===== src/rtl/mem_arbiter_rr.sv =====
// mem_arbiter_rr: N-master to 1-slave memory arbiter with a locked grant, burst reads and
// responses routed back to the owning master. Fixed-priority or round-robin arbitration.
module mem_arbiter_rr #(
  parameter int NUM_M   = 2,
  parameter int AW      = 32,
  parameter int DW      = 32,
  parameter int RR_MODE = 1
) (
  input  logic                clock_i,
  input  logic                reset_ni,
  input  logic [NUM_M-1:0]    m_valid_i,
  output logic [NUM_M-1:0]    m_ready_o,
  input  logic [NUM_M-1:0]    m_write_i,
  input  logic [NUM_M*AW-1:0] m_addr_i,
  input  logic [NUM_M*DW-1:0] m_wdata_i,
  input  logic [NUM_M*2-1:0]  m_mask_i,
  input  logic [NUM_M*8-1:0]  m_len_i,
  input  logic [NUM_M-1:0]    m_rsign_i,
  output logic [NUM_M-1:0]    m_rvalid_o,
  output logic [NUM_M-1:0]    m_rlast_o,
  output logic [NUM_M-1:0]    m_bvalid_o,
  output logic [NUM_M-1:0]    m_err_o,
  output logic [DW-1:0]       m_rdata_o,
  output logic                s_valid_o,
  input  logic                s_ready_i,
  output logic                s_write_o,
  output logic [AW-1:0]       s_addr_o,
  output logic [DW-1:0]       s_wdata_o,
  output logic [1:0]          s_mask_o,
  output logic [7:0]          s_len_o,
  output logic                s_rsign_o,
  input  logic                s_rvalid_i,
  input  logic                s_rlast_i,
  input  logic [DW-1:0]       s_rdata_i,
  input  logic                s_bvalid_i,
  input  logic                s_err_i,
  output logic                busy_o
);
  localparam int OW = $clog2(NUM_M);
  typedef enum logic [1:0] {IDLE, REQ, RESP} state_e;
  state_e         state_q;
  logic [OW-1:0]  owner_q, rr_ptr_q, win;
  logic [7:0]     beat_cnt_q;
  logic           err_sticky_q, found, grant, is_rd, is_wr, last_beat, rlast_bad, rd_err;
  logic [NUM_M-1:0] owner_oh;
  int             cand;
  always_comb begin
    win   = '0;
    found = 1'b0;
    cand  = 0;
    for (int k = 0; k < NUM_M; k++) begin
      cand = (RR_MODE != 0) ? int'(rr_ptr_q) + k : k;
      cand = (cand >= NUM_M) ? cand - NUM_M : cand;
      if (!found && m_valid_i[cand]) begin
        win   = OW'(cand);
        found = 1'b1;
      end
    end
  end
  // reset_ni gates the grant so m_ready stays low while reset is held
  assign grant      = reset_ni && (state_q == IDLE) && found;
  assign m_ready_o  = grant ? (NUM_M'(1) << win) : '0;
  assign owner_oh   = NUM_M'(1) << owner_q;
  assign is_rd      = (state_q == RESP) && !s_write_o && s_rvalid_i;
  assign is_wr      = (state_q == RESP) && s_write_o && s_bvalid_i;
  assign last_beat  = beat_cnt_q == s_len_o;
  assign rlast_bad  = s_rlast_i != last_beat;
  // a misplaced rlast anywhere in the burst is reported on the final beat
  assign rd_err     = s_err_i || (last_beat && (err_sticky_q || rlast_bad));
  assign m_rvalid_o = is_rd ? owner_oh : '0;
  assign m_rlast_o  = (is_rd && last_beat) ? owner_oh : '0;
  assign m_bvalid_o = is_wr ? owner_oh : '0;
  assign m_err_o    = ((is_rd && rd_err) || (is_wr && s_err_i)) ? owner_oh : '0;
  assign m_rdata_o  = is_rd ? s_rdata_i : '0;
  assign s_valid_o  = state_q == REQ;
  assign busy_o     = state_q != IDLE;
  always_ff @(posedge clock_i or negedge reset_ni) begin
    if (!reset_ni) begin
      state_q      <= IDLE;
      owner_q      <= '0;
      rr_ptr_q     <= '0;
      beat_cnt_q   <= '0;
      err_sticky_q <= 1'b0;
      s_write_o    <= 1'b0;
      s_addr_o     <= '0;
      s_wdata_o    <= '0;
      s_mask_o     <= '0;
      s_len_o      <= '0;
      s_rsign_o    <= 1'b0;
    end else begin
      if (grant) begin
        state_q   <= REQ;
        owner_q   <= win;
        s_write_o <= m_write_i[win];
        s_addr_o  <= m_addr_i[win*AW +: AW];
        s_wdata_o <= m_wdata_i[win*DW +: DW];
        s_mask_o  <= m_mask_i[win*2 +: 2];
        s_len_o   <= m_len_i[win*8 +: 8];
        s_rsign_o <= m_rsign_i[win];
        if (RR_MODE != 0) rr_ptr_q <= (win == OW'(NUM_M - 1)) ? '0 : win + 1'b1;
      end
      if (state_q == REQ && s_ready_i) begin
        state_q      <= RESP;
        beat_cnt_q   <= '0;
        err_sticky_q <= 1'b0;
      end
      if (is_rd) begin
        beat_cnt_q   <= beat_cnt_q + 1'b1;
        err_sticky_q <= err_sticky_q || rlast_bad;
        if (last_beat) state_q <= IDLE;
      end
      if (is_wr) state_q <= IDLE;
    end
  end
  a_ready_onehot: assert property (@(posedge clock_i) disable iff (!reset_ni) $onehot0(m_ready_o));
  a_req_stable: assert property (@(posedge clock_i) disable iff (!reset_ni)
    s_valid_o && !s_ready_i |=> s_valid_o && $stable(s_addr_o) && $stable(s_wdata_o));
endmodule


===== config.mk =====
export PLATFORM = sky130hd
export DESIGN_NAME = mem_arbiter_rr
export DESIGN_NICKNAME = d
export VERILOG_FILES = /design/src/rtl/mem_arbiter_rr.sv
export SDC_FILE = /design/constraint.sdc
export NUM_CORES = 1
export LEC_CHECK = 0
export BUFFER_PORTS_ARGS = -buffer_cell sky130_fd_sc_hd__buf_4
export CAP_MARGIN = 20
export CORE_UTILIZATION = 30
export DETAILED_ROUTE_END_ITERATION = 8
export PLACE_DENSITY = 0.72
export SLEW_MARGIN = 20
export SYNTH_ARGS = -nofsm -noshare
export SYNTH_HDL_FRONTEND = slang
export SYNTH_SLANG_ARGS = --single-unit

===== constraint.sdc =====
create_clock -name clock_i -period 1.81 [get_ports clock_i]
set_input_delay 0.0905 -clock clock_i [delete_from_list [all_inputs] [get_ports clock_i]]
set_output_delay 0.0905 -clock clock_i [all_outputs]
set_load 0.005 [all_outputs]

==> impl_metrics.ini <==
[run_status]
outcome = complete, but fails checks
violations = setup timing

[finish]
area_growth_pct = 91.15
seq_area_um2 = 2232
multi_input_area_um2 = 1938
drive_gt1_share_pct = 47.36
finalNonFillerCells = 957
n_fill_cell = 1141
diodes = 0
final_nets = 966
final_cell_area_um2 = 8189

[placement]
place.port_buffers = 312
place.gp.congestion = 0.7990
placed_cells = 849
hpwl_um = 11070
placed_cell_area_um2 = 6855
pre_cts_ws_ps = 129.8

[worst_hold_path]
hold_end = s_wdata_o[8]$_DFFE_PN0P_
min_path_cells = 3
hold_path_class = in -> reg
worstHoldStart = m_wdata_i[40]

[drt]
routed-via-count = 4850
drt_first_pass_iters = 5
ant_nets = 0
routedWlPerCell_um = 17.70
drt-total-wl_um = 16940
drtIter0Drc = 179
drc = 0
viasPerCell = 5.068

[grt]
grt_pass1_wl_um = 24270
track_usage_pct = 21.69
grt_pass1_vias = 4969
grt_max_degree = 54
antenna_found_initial = 0
grt_overflow = 0

[timing]
fmax_mhz = 537.9
rsz0062_at_grt = true
clock-skew-final_ps = 7.695
setup_ws_ps = -49.17
min_period_over_period_pct = 102.7
setup_viol = 2
final_max_slew_viol_count = 0
max_slew_margin_pct = 53.26
setup_tns_ps = -97.80
min_period_ps = 1859
hold_viol = 0
worstMarginPinSlew_ps = 701.1

[logic_synthesis]
synth-seq-cells = 89
yosysTopAreaCell = dfrtp_1
synth-main-ff-cell = dfrtp_1
async_flop_share_pct = 100.0
yosysSeqAreaShare_pct = 51.99
synth_cell_types = 35
yosysMostFrequentCell = dfrtp_1
synth.area.top_cells = dfrtp_1 52%, a22o_1 16%, a21o_1 14%
synth_top_cells_by_count = 89 x dfrtp_1, 78 x a21o_1, 77 x a22o_1, 32 x and2_1, 12 x buf_2
synth_edf_count = 0
synthesis.nets = 568
yosysWarnings = 0
syn_area_um2 = 4284
synth_cells = 374
synth_top_area_share_pct = 51.99
avgSynthCellArea_um2 = 11.45

[setup_path]
r2r_cells = 6
cp.required_ps = 1720
r2r_slack_ps = 110
startpoint_type = register
r2r-end = s_wdata_o[27]$_DFFE_PN0P_
end_kind = primary output
critPathArrivalTime_ps = 1770
cp_max_fo = 3
critPathKind = reg -> out
reg2reg_from = state_q[1]$_DFF_PN0_

[power]
seqPwrFrac_pct = 34.3
p_switching_uw = 3285
p_leak_uw = 0.004526
swShare_pct = 31.43
ir_drop_uv = 612.2
p_int_uw = 7167
total_power_uw = 10450
clkPwrFrac_pct = 18.4
pwr_density_cell_nw_per_um2 = 1276
p_comb_share_pct = 47.3

[job]
maxCapViolations = 0

[floorplanning]
initial_core_util_pct = 30.86
die_y_um = 121.5
fp.dieW_um = 121.5
core_area_um2 = 13880
io_pins = 313
num_rows = 43
die_area_um2 = 14760

[clocking]
clock_latency_ps = 340
cts_root_buf = clkbuf_16
numCtsBuffers = 9
clkSinkCount = 89
cts_tree = yes
htreeDepth = 3
clkTransAtPathRegs_ps = 60
clockBufferDepth = 2
power groups by stage:
stage               sequential [uW]  combinational, uW  clock (uW)
finish                         3590               4950        1920
CTS                            3560               4820        1970
global route                   3670               5320        2040
global placement               3520               4410           0
floorplan                      3480               2180           0
detailed placement             3560               4550           0
flip-flops by register name (all words and copies together) (netlist names):
signal / cells
s_addr_o: 32
owner_q: 1
s_write_o: 1
state_q: 2
s_rsign_o: 1
s_mask_o: 2
rr_ptr_q: 1
err_sticky_q: 1
s_wdata_o: 32
beat_cnt_q: 8
s_len_o: 8
repair_timing:
item,4_1_cts,5_1_grt
gates resized for setup,8,6
buffers inserted,5,6
gates cloned,2,2
pin swaps,4,3
setup endpoints to repair,38,7
hold endpoints to repair,128,0
hold buffers,77,0
kinds of logic (layout without fill, tap and decap cells):
kind of cell	after synthesis	after routing	share of synthesized area, %
buffers and inverters	32	435	4.118
AOI/OAI and AO/OA	175	175	32.45
xor gates and xnor gates	8	8	1.636
adders and majority gates	1	1	0.2920
DFF	89	89	51.99
and+or+nand+nor	69	69	9.521
layout make-up:
class	instances	share of cell area (%)
clock buffer	11	3.086
sequential	89	27.26
clock inverter	5	0.6570
tap	180	2.750
multi-input combinational	253	23.67
timing repair buffer	416	42.44
inverter	3	0.1375
worst max-delay path, cell delays in order (launching register included):
cell and delay, ps:
dfrtp_1 420, xor2_1 160, nor4_2 270, buf_4 160
and3_4 180, and3_1 150, buf_4 100
through the flow:
| stage | utilization, % | hold slack [ps] |
|---|---|---|
| final | 59.00 | 45.54 |
| after floorplan | - | -205.1 |
| after detailed placement | 49.39 | 295.2 |
| after CTS | 58.09 | 23.22 |
| after global placement | 49.39 | 289.7 |
| after global routing | 59.00 | 33.75 |
layer usage:
layer	wire length [um]	GRT usage [%]
met5	0	0
met4	629	12.96
met3	1293	4.840
met2	8766	39.63
met1	6248	22.54
worst max path at each step:
stage,start,to
2_1_floorplan,state_q[1]$_DFF_PN0_,s_addr_o[24]$_DFFE_PN0P_
3_3_place_gp,state_q[1]$_DFF_PN0_,s_addr_o[11]$_DFFE_PN0P_
3_5_place_dp,state_q[1]$_DFF_PN0_,s_addr_o[12]$_DFFE_PN0P_
4_1_cts,beat_cnt_q[4]$_DFFE_PN0P_,m_rlast_o[1]
5_1_grt,beat_cnt_q[4]$_DFFE_PN0P_,m_rlast_o[0]
6_report,s_len_o[2]$_DFFE_PN0P_,m_rlast_o[0]
cells in the final DEF (no fill, tap or decap), types with 2 or more instances in the layout:
cell           synthesis  final
buf_4                  3    329
dfrtp_1               89     85
a21o_1                78     78
a22o_1                77     77
dlygate4sd3_1          0     77
and2_1                32     32
nor2_1                11     11
clkbuf_16              0     11
xor2_1                 8      8
o21ai_0                7      7
nand2_1                6      6
buf_12                 0      6
dfrtp_2                0      4
inv_1                  3      3
a21oi_1                3      3
and3_1                 5      3
nand4_1                3      3
nand3_1                3      3
clkinv_2               0      3
and3_4                 0      2
o211ai_1               2      2
o31ai_1                2      2
clkbuf_8               0      2
bufbuf_16              0      2
Note: power is estimated with default switching activity, not from simulation.
